===== src/rtl/mem_arbiter.sv =====
// Two-requester memory arbiter: instruction fetch (IF) and MEM stage share one
// single-cycle RAM port. MEM has priority; a saturating counter bounds IF starvation.
module mem_arbiter #(
    parameter int STARVE_LIMIT = 3
) (
    input  logic        clk,
    input  logic        rst,
    input  logic        if_req,
    input  logic [15:0] if_addr,
    input  logic        mem_req,
    input  logic [1:0]  mem_ctrl,
    input  logic [15:0] mem_addr,
    input  logic [15:0] mem_wdata,
    input  logic [15:0] ram_rdata,
    output logic [15:0] ram_addr,
    output logic [1:0]  ram_ctrl,
    output logic [15:0] ram_wdata,
    output logic [15:0] if_rdata,
    output logic [15:0] mem_rdata,
    output logic        if_done,
    output logic        mem_done,
    output logic        if_stall,
    output logic        mem_stall,
    output logic [1:0]  fsm_state,
    output logic [1:0]  starve_cnt
);

    // Handshake: a requester raises req and holds it (with stable address/data)
    // until it sees a one-cycle done pulse; the arbiter never grants in that done cycle.
    typedef enum logic [1:0] {
        IDLE     = 2'd0,
        BUSY_IF  = 2'd1,
        BUSY_MEM = 2'd2
    } state_t;

    localparam logic [1:0] CTRL_NONE  = 2'b00;
    localparam logic [1:0] CTRL_READ  = 2'b01;
    localparam logic [1:0] CTRL_WRITE = 2'b10;
    localparam logic [1:0] LIMIT      = 2'(STARVE_LIMIT);

    state_t state_q, state_d;
    logic   mem_valid;
    logic   grant_if, grant_mem;

    assign mem_valid = mem_req && (mem_ctrl == CTRL_READ || mem_ctrl == CTRL_WRITE);
    assign if_stall  = if_req & ~if_done;
    assign mem_stall = mem_req & ~mem_done;
    assign fsm_state = state_q;

    always_comb begin
        state_d   = state_q;
        grant_if  = 1'b0;
        grant_mem = 1'b0;
        case (state_q)
            IDLE: begin
                // The cycle carrying a done pulse is a dead cycle for arbitration.
                if (!(if_done || mem_done)) begin
                    if (if_req && starve_cnt == LIMIT) begin
                        grant_if = 1'b1;
                    end else if (mem_valid) begin
                        grant_mem = 1'b1;
                    end else if (if_req) begin
                        grant_if = 1'b1;
                    end
                end
                if (grant_if) begin
                    state_d = BUSY_IF;
                end else if (grant_mem) begin
                    state_d = BUSY_MEM;
                end
            end
            BUSY_IF:  state_d = IDLE;
            BUSY_MEM: state_d = IDLE;
            default:  state_d = IDLE;
        endcase
    end

    always_ff @(posedge clk or negedge rst) begin
        if (!rst) begin
            state_q <= IDLE;
        end else begin
            state_q <= state_d;
        end
    end

    always_ff @(posedge clk or negedge rst) begin
        if (!rst) begin
            ram_addr   <= '0;
            ram_ctrl   <= CTRL_NONE;
            ram_wdata  <= '0;
            if_rdata   <= '0;
            mem_rdata  <= '0;
            if_done    <= 1'b0;
            mem_done   <= 1'b0;
            starve_cnt <= '0;
        end else begin
            if_done  <= 1'b0;
            mem_done <= 1'b0;
            if (grant_if) begin
                ram_addr   <= if_addr;
                ram_ctrl   <= CTRL_READ;
                ram_wdata  <= '0;
                starve_cnt <= '0;
            end else if (grant_mem) begin
                ram_addr  <= mem_addr;
                ram_ctrl  <= mem_ctrl;
                ram_wdata <= mem_wdata;
                if (if_req && starve_cnt < LIMIT) begin
                    starve_cnt <= starve_cnt + 2'd1;
                end
            end
            if (state_q == BUSY_IF) begin
                if (ram_ctrl == CTRL_READ) begin
                    if_rdata <= ram_rdata;
                end
                if_done  <= 1'b1;
                ram_ctrl <= CTRL_NONE;
            end
            if (state_q == BUSY_MEM) begin
                if (ram_ctrl == CTRL_READ) begin
                    mem_rdata <= ram_rdata;
                end
                mem_done <= 1'b1;
                ram_ctrl <= CTRL_NONE;
            end
        end
    end

endmodule


===== config.mk =====
export PLATFORM = sky130hd
export DESIGN_NAME = mem_arbiter
export DESIGN_NICKNAME = d
export VERILOG_FILES = /design/src/rtl/mem_arbiter.sv
export SDC_FILE = /design/constraint.sdc
export NUM_CORES = 1
export LEC_CHECK = 0
export CAP_MARGIN = 20
export CORE_ASPECT_RATIO = 1.4
export CORE_MARGIN = 2
export CORE_UTILIZATION = 44
export DETAILED_ROUTE_END_ITERATION = 8
export GPL_TIMING_DRIVEN = 0
export PLACE_DENSITY = 0.86
export SETUP_SLACK_MARGIN = 0.15
export SYNTH_ARGS = -nofsm -noshare
export SYNTH_HDL_FRONTEND = slang
export SYNTH_SLANG_ARGS = --single-unit

===== constraint.sdc =====
create_clock -name clk -period 5.1 [get_ports clk]
set_clock_uncertainty 0.1 [all_clocks]
set_input_delay 0.51 -clock clk [delete_from_list [all_inputs] [get_ports clk]]
set_output_delay 0.51 -clock clk [all_outputs]
set_load 0.02 [all_outputs]

==> results of run 1 <==
==> final cells by class <==
cell class	instances	area, sq um	share of cell area
clock buffer	10	128	0.0270
inverter	22	82.6	0.0174
clock inverter	6	60.1	0.0127
timing repair buffer	143	1430	0.302
multi-input combinational	120	1030	0.218
tap	92	115	0.0243
sequential	72	1800	0.381
buffer	11	85.1	0.0180
==> worst paths after layout <==
kind / startpoint / endpoint / slack, ns
max in group asynchronous: rst / if_rdata[13]$_DFFE_PN0P_ / 4.13
worst min-delay path: rst / ram_wdata[0]$_DFFE_PN0P_ / 0.18
min in group clk: ram_wdata[3]$_DFFE_PN0P_ / ram_wdata[3]$_DFFE_PN0P_ / 0.41
worst min register to register: ram_wdata[3]$_DFFE_PN0P_ / ram_wdata[3]$_DFFE_PN0P_ / 0.41
worst max register to register: fsm_state[1]$_DFFE_PN0P_ / ram_addr[10]$_DFFE_PN0P_ / 3.02
worst max-delay path: mem_req / mem_stall / 2.64
==> cell families after synthesis <==
family                   count (synthesis)  share of synthesized area
adder cells (fa/ha/maj)                  4                     0.0167
flip-flops                              72                      0.600
buffers and inverters                   33                     0.0558
multiplexers                            34                      0.127
AO/OA/AOI/OAI                           57                      0.148
XOR/XNOR                                 1                    0.00542
AND/OR/NAND/NOR                         24                     0.0471
==> synth_stat cells <==
master,instances,share of area
a21oi_1,1,0.0017
a22o_1,16,0.047
a31oi_1,1,0.0021
and3_1,1,0.0021
buf_2,5,0.0083
buf_4,2,0.0050
buf_6,4,0.015
dfrtp_1,72,0.60
ha_1,4,0.017
inv_1,21,0.026
inv_2,1,0.0012
mux2_1,1,0.0037
mux2_2,32,0.12
mux2i_1,1,0.0033
nand2_1,9,0.011
nand2b_1,2,0.0042
nand4bb_4,1,0.0092
nor2_1,7,0.0088
nor2_2,1,0.0021
nor2b_1,1,0.0021
nor3_2,1,0.0033
nor3b_2,1,0.0042
o21a_1,1,0.0025
o21ai_0,3,0.0050
o21ai_1,15,0.025
o21ai_2,2,0.0058
o21ba_1,1,0.0033
o221ai_1,16,0.047
o41ai_4,1,0.0092
xnor2_2,1,0.0054
==> stage by stage <==
step | instances | total power [uW] | area [sq um] | setup slack [ns]
2_1_floorplan | 225 | 1960 | 3000 | 3.11
3_3_place_gp | 460 | 2730 | 4550 | 1.11
3_5_place_dp | 460 | 2780 | 4550 | 2.64
4_1_cts | 476 | 3220 | 4730 | 2.64
5_1_grt | 476 | 3390 | 4730 | 2.59
6_report | 476 | 3180 | 4730 | 2.64
==> routing by layer <==
layer | up-vias | track usage | share of wire
li1 | 1113 | - | -
met1 | 1191 | 0.253 | 0.36
met2 | 104 | 0.376 | 0.53
met3 | 20 | 0.0657 | 0.063
met4 | 0 | 0.120 | 0.039
met5 | - | 0 | 0
==> critical path, cell delays in order <==
cell,delay (ns)
clkdlybuf4s50_1,0.50
nand2b_1,0.15
inv_1,0.08
clkdlybuf4s50_1,0.61
==> placed cells by master (no fill, tap or decap), drive strengths merged, types with 3 or more instances in the layout <==
master and instances:
o21ai 20, dfrtp 72, buf 12, nor2 8
inv 22, mux2 33, clkdlybuf4s50 142, a22o 16
ha 4, clkbuf 10, nand2 9, clkinv 3
o221ai 16
==> report_power, final <==
part	internal, uW	switching (uW)
Sequential	861	159
Clock	223	202
Combinational	875	864
Total	1960	1220
==> sequential cells by signal, summed over array words and instances (netlist names) <==
name,cells
ram_ctrl,2
mem_done,1
if_rdata,16
ram_addr,16
mem_rdata,16
fsm_state,2
if_done,1
ram_wdata,16
starve_cnt,2
==> results_dict.tcl, run 1 <==
set metrics [dict create \
    cts_tree "done" \
    cts_buffers 9 \
    viasPerCell 5.10 \
    clock-sinks 72 \
    grt_pass1_wl_um 12600 \
    startpoint_type "input pin" \
    cp.required_ns 4.49 \
    grt_pass1_vias 2590 \
    final.min_clock_period_ns 2.46 \
    place.gp.congestion 0.832 \
    wl_um 7740 \
    synth_cells 225 \
    clk-insertion-delay-late_ns 0.33 \
    syn_to_final_growth_pct 57.7 \
    p_leak_uw 0.00204 \
    dieArea_sq_um 7510 \
    n_antenna_cell 0 \
    maxSlewHeadroom 0.411 \
    synth-seq-area-share 0.600 \
    nFillCells 490 \
    crit_path_end_kind "output pin" \
    vias 2428 \
    portBuffers 143 \
    rsz0062_at_grt "no" \
    grt-ovfl-total 0 \
    slew_viol_final 0 \
    htree_levels 3 \
    drtIter0Drc 103 \
    wl_per_cell_um 16.3 \
    die_w_um 73.8 \
    whs_ns 0.184 \
    status "complete, no violations" \
    drc_errors 0 \
    hold_class "input pin to asynchronous set/reset pin" \
    coreArea_sq_um 6610 \
    antenna_left 0 \
    path_class "input pin to output pin" \
    holdBufCountCts 0 \
    dp_hpwl_um 5890 \
    worstMarginPinSlew_ns 0.884 \
    drive_gt1_frac 0.177 \
    std_cell_rows 35 \
    ir_worst_vdd_mv 0.424 \
    syn-num-nets 299 \
    grtUsageTotal 0.224 \
    synth_seq_cells 72 \
    grt_max_degree 73 \
    maxCapViolations 0 \
    period_share 0.482 \
    fin_nets 453 \
    avgSynthCellArea_sq_um 13.3 \
    critPathMaxFanout 3 \
    clkTransAtPathRegs_ns 0.08 \
    cts.repair.resized 0 \
    reg2reg_depth 6 \
    clock-root-buffer "clkbuf_8" \
    tns_ns 0 \
    drt-pass1-iter-count 4 \
    ys_types 30 \
    yosys_warnings 0 \
    power_density_nw_per_um2 673 \
    worstPathArrival_ns 1.85 \
    io-pin-count 144 \
    fmax_ghz 0.407 \
    initial_core_util 0.454 \
    syn_area_sq_um 3000 \
    cts_buffer_depth 2 \
    finalHoldViolations 0 \
    die_height_um 102 \
    finalSetupViolCount 0 \
    post-route-util 0.716 \
    antenna_found_initial 0 \
    postCtsSetupBuffers 0 \
]
No activity file was read; power rests on OpenSTA's default activity.
==> inputs of run 2 (changes only) <==
- CORE_UTILIZATION: 44 -> 41
- PLACE_DENSITY: 0.86 -> 0.81
- clock period: 5.1 -> 2.5 ns (I/O delays scaled with it)
==> run 2 against run 1 <==
  * Sequential share of layout area is 0.39 points lower
  * Design area is 1.0% higher
  * First-iteration DRC count is 11% lower
  * Clock-buffer cell count is 2 higher
  * Critical endpoint is now ram_ctrl[1]$_DFFE_PN0P_
  * Register-to-register slack worse by 2.6 ns
  * Critical path depth is 2 higher
  * Clock power is 140% higher
  * Via count is 2.3% lower
  * Largest cell class unchanged
  * Combinational power is 100% higher
  * Highest routed layer unchanged
==> results_dict.tcl, run 2 (synthesis gave the netlist of run 1 again) <==
set metrics [dict create \
    die_height_um 105 \
    io-pin-count 144 \
    antenna_left 0 \
    initial_core_util 0.427 \
    dp_hpwl_um 5660 \
    cts_tree "done" \
    antenna_found_initial 0 \
    rsz0062_at_grt "no" \
    wl_um 7500 \
    n_antenna_cell 0 \
    crit_path_end_kind "flop" \
    path_class "flop to flop" \
    critPathMaxFanout 6 \
    worstMarginPinSlew_ns 0.896 \
    cpPeakStageDelay_ns 0.54 \
    final_common_cell "clkdlybuf4s50_1" \
    wl_per_cell_um 15.6 \
    slew_viol_final 0 \
    period_share 0.824 \
    cp.required_ns 2.62 \
    grt_max_degree 73 \
    grtUsageTotal 0.195 \
    layout_common_cells "clkdlybuf4s50_1, dfrtp_1, mux2_2" \
    power_density_nw_per_um2 1380 \
    worstPathArrival_ns 2.18 \
    post-route-util 0.681 \
    fin_nets 454 \
    grt-ovfl-total 0 \
    drtIter0Drc 92 \
    grt_pass1_wl_um 12400 \
    clock-sinks 72 \
    vias 2371 \
    slowest_stage "o41ai_4" \
    clock-root-buffer "clkbuf_8" \
    final.min_clock_period_ns 2.06 \
    coreArea_sq_um 7030 \
    finalHoldViolations 0 \
    place.gp.congestion 0.834 \
    viasPerCell 4.94 \
    startpoint_type "flop" \
    worst-path-buf-inv 2 \
    dieArea_sq_um 8030 \
    fmax_ghz 0.486 \
    finalSetupViolCount 0 \
    status "complete, no violations" \
    cts_buffer_depth 2 \
    grt_pass1_vias 2504 \
    syn_to_final_growth_pct 59.3 \
    crit_family "compound AO/OA/AOI/OAI gates" \
    p_leak_uw 0.00206 \
    ir_worst_vdd_mv 0.924 \
    drc_errors 0 \
    portBuffers 143 \
    drt-pass1-iter-count 4 \
    maxCapViolations 0 \
    cts.repair.resized 0 \
    r2r_slack_ns 0.44 \
    die_w_um 76.3 \
    cp_cell_sequence "inv_1 -> ha_1 -> inv_2 -> o41ai_4 -> nor2_2 -> mux2_1" \
    std_cell_rows 36 \
    hold_class "flop to flop" \
    htree_levels 3 \
    cts_buffers 9 \
    clkTransAtPathRegs_ns 0.07 \
    drive_gt1_frac 0.174 \
    maxSlewHeadroom 0.403 \
    clk-insertion-delay-late_ns 0.34 \
    total_power_uw 6600 \
]
-- run 2: what timing repair did --
item / CTS / global route
endpoints found under the hold margin: 72 / 0
hold buffers: 1 / 0
buffers inserted: 0 / 0
-- run 2: path summary, 6_finish.rpt --
path	start	endpoint	depth (start not counted)
min reg2reg	if_rdata[14]$_DFFE_PN0P_	if_rdata[14]$_DFFE_PN0P_	1
max in group asynchronous	rst	fsm_state[0]$_DFFE_PN0P_	2
max reg2reg	fsm_state[1]$_DFFE_PN0P_	ram_ctrl[1]$_DFFE_PN0P_	6
min in group asynchronous	rst	if_rdata[14]$_DFFE_PN0P_	2
max	fsm_state[1]$_DFFE_PN0P_	ram_ctrl[1]$_DFFE_PN0P_	6
min	if_rdata[14]$_DFFE_PN0P_	if_rdata[14]$_DFFE_PN0P_	1
-- run 2: report_power, final --
group	leakage [uW]	internal (uW)	switching (uW)	total [uW]
Sequential	0.000885	1760	322	2080
Clock	0.000111	594	422	1020
Combinational	0.00106	1780	1720	3510
-- run 2: through the flow --
stage	cells	hold WS (ns)	setup TNS, ns	worst slack [ns]	instance area (sq um)
after CTS	480	0.408	0	0.418	4780
after detailed placement	463	0.341	0	0.354	4550
after global routing	480	0.418	0	0.279	4780
after global placement	463	0.387	-93.88	-1.31	4550
final	480	0.404	0	0.440	4780
after floorplan	225	-0.146	0	0.506	3000
-- run 2: routing by layer --
metal | track usage | up-vias | part of all wire
met4 | 0.0961 | 0 | 0.028
li1 | - | 1119 | -
met3 | 0.0591 | 16 | 0.057
met2 | 0.332 | 74 | 0.54
met5 | 0 | - | 0
met1 | 0.223 | 1162 | 0.38
-- run 2: worst reg2reg max path: cells and delay by family (launching register included) --
| kind | cells | cell delay, ns |
|---|---|---|
| flops | 1 | 0.41 |
| fa+ha+maj | 1 | 0.28 |
| simple gates | 1 | 0.09 |
| buf+inv | 2 | 0.20 |
| mux | 1 | 0.32 |
| compound gates | 1 | 0.54 |
-- run 2: final cells by class --
class	instances	area, sq um
Clock buffer	12	145
Buffer	11	85.1
Tap cell	95	119
Inverter	22	82.6
Multi-Input combinational cell	120	1030
Timing Repair Buffer	144	1440
Fill cell	572	2240
Clock inverter	4	77.6
Sequential cell	72	1800
==> inputs of run 3 (changes only) <==
- clock period: 2.5 -> 2.14 ns (I/O delays scaled with it)
==> run 3 against run 2 <==
  * Via count is 0.97% higher
  * Register-to-register slack worse by 0.20 ns
  * Final cell count stayed put
  * First-iteration DRC count is 25% higher
  * Hold slack worse by 0.036 ns
  * Global-route usage is 0.055 points lower
  * Largest power group unchanged
==> results_dict.tcl, run 3 (synthesis gave the netlist of run 1 again) <==
set metrics [dict create \
    status "complete, no violations" \
    path_class "flop to flop" \
    maxSlewHeadroom 0.401 \
    portBuffers 143 \
    wl_per_cell_um 16.1 \
    finalHoldViolations 0 \
    drtIter0Drc 115 \
    syn_to_final_growth_pct 61.8 \
    maxCapViolations 0 \
    clkPwrFrac 0.174 \
    clock-root-buffer "clkbuf_8" \
    p_leak_uw 0.00208 \
    power_density_nw_per_um2 1650 \
    initial_core_util 0.427 \
    cts_buffer_depth 2 \
    fin_nets 455 \
    grtUsageTotal 0.195 \
    final.min_clock_period_ns 1.90 \
    worstMarginPinSlew_ns 0.898 \
    htree_levels 3 \
    wl_um 7720 \
    antenna_left 0 \
    drc_errors 0 \
    grt_pass1_wl_um 12300 \
    std_cell_rows 36 \
    p_comb_frac 0.523 \
    seqPwrFrac 0.303 \
    dp_hpwl_um 5570 \
    clk-insertion-delay-late_ns 0.34 \
    slowest_stage "dfrtp_1" \
    antenna_found_initial 0 \
    cts_tree "done" \
    grt_pass1_vias 2505 \
    layout_common_cells "clkdlybuf4s50_1, dfrtp_1, mux2_2" \
    cpPeakStageDelay_ns 0.42 \
    slew_viol_final 0 \
    rr_startpoint "starve_cnt[0]$_DFFE_PN0P_" \
    place.gp.congestion 0.808 \
    die_height_um 105 \
    hold_class "input pin to flop" \
    grt_max_degree 73 \
    crit_path_end_kind "flop" \
    rsz0062_at_grt "no" \
    coreArea_sq_um 7030 \
    ir_worst_vdd_mv 0.864 \
    cp_cell_sequence "ha_2 -> nand2b_1 -> o21ba_1 -> buf_4 -> buf_6 -> o221ai_1 -> o21ai_1" \
    final_area_sq_um 4860 \
    vias 2394 \
    hold_start "mem_wdata[6]" \
    startpoint_type "flop" \
    drive_gt1_frac 0.190 \
    worstPathArrival_ns 2.01 \
    dpl_cell_area_sq_um 4550 \
    switchingPower_uw 2940 \
    cts_buffers 9 \
    viasPerCell 4.99 \
    fmax_ghz 0.527 \
    period_share 0.887 \
    swShare 0.367 \
    grt-ovfl-total 0 \
    n_antenna_cell 0 \
    drt-pass1-iter-count 4 \
    critPathMaxFanout 10 \
    dieArea_sq_um 8030 \
    crit_path_start "starve_cnt[0]$_DFFE_PN0P_" \
    final_common_cell "clkdlybuf4s50_1" \
    io-pin-count 144 \
    total_power_uw 8010 \
    clock-sinks 72 \
    internal_power_uw 5070 \
    die_w_um 76.3 \
    cp.required_ns 2.25 \
    clkTransAtPathRegs_ns 0.08 \
    finalSetupViolCount 0 \
]
==> run 3: final cells by class <==
| cell class | count | area (sq um) |
|---|---|---|
| multi-input combinational | 120 | 1060 |
| timing repair buffer | 145 | 1450 |
| buffer | 11 | 90.1 |
| clock inverter | 5 | 129 |
| inverter | 22 | 82.6 |
| sequential | 72 | 1800 |
| tap | 95 | 119 |
| clock buffer | 10 | 128 |
| fill | 540 | 2170 |
==> run 3: power by group through the flow <==
stage,logic [uW],clock network (uW),registers (uW)
finish,4190,1390,2430
global route,4470,1470,2520
CTS,4170,1420,2430
detailed placement,4140,0,2450
global placement,4090,0,2410
floorplan,1390,0,3270
==> run 3: worst max-delay path, delay by kind of cell, from the launching register on <==
kind,cells,cell delay [ns]
AND/OR/NAND/NOR,1,0.20
adder cells (fa/ha/maj),1,0.22
AO/OA/AOI/OAI,3,0.52
flip-flops,1,0.42
buffers and inverters,2,0.30
==> run 3: path summary, 6_finish.rpt <==
check	endpoint	slack [ns]	cells after the start
min reg2reg	mem_rdata[9]$_DFFE_PN0P_	0.41	1
max in group asynchronous	starve_cnt[0]$_DFFE_PN0P_	0.92	2
min in group asynchronous	ram_addr[0]$_DFFE_PN0P_	0.42	2
min	ram_wdata[6]$_DFFE_PN0P_	0.37	2
max	ram_addr[9]$_DFFE_PN0P_	0.24	7
max reg2reg	ram_addr[9]$_DFFE_PN0P_	0.24	7
==> run 3: repair_timing <==
action | 4_1_cts | 5_1_grt
buffers inserted | 0 | 1
pin swaps | 1 | 1
resized for setup | 2 | 8
hold buffers | 1 | 0
endpoints found under the setup margin | 16 | 35
endpoints found under the hold margin | 72 | 0
==> run 3: per-layer routing <==
| metal | wire (um) | part of all wire | GRT usage | up-vias |
|---|---|---|---|---|
| met2 | 4140 | 0.54 | 0.343 | 77 |
| met5 | 0 | 0 | 0 | - |
| met4 | 185 | 0.024 | 0.0948 | 0 |
| met1 | 2980 | 0.39 | 0.216 | 1183 |
| met3 | 415 | 0.054 | 0.0522 | 16 |
| li1 | - | - | - | 1118 |
==> run 3: through the flow <==
| step | hold WS, ns | setup TNS, ns | util | cells | worst slack [ns] |
|---|---|---|---|---|---|
| after global placement | 0.388 | -121.09 | 0.648 | 463 | -1.69 |
| after global routing | 0.359 | 0 | 0.691 | 480 | 0.141 |
| final | 0.368 | 0 | 0.691 | 480 | 0.243 |
| after CTS | 0.355 | 0 | 0.686 | 479 | 0.150 |
| after floorplan | -0.182 | 0 | - | 225 | 0.184 |
| after detailed placement | 0.299 | -0.0000158 | 0.648 | 463 | -0.0000158 |
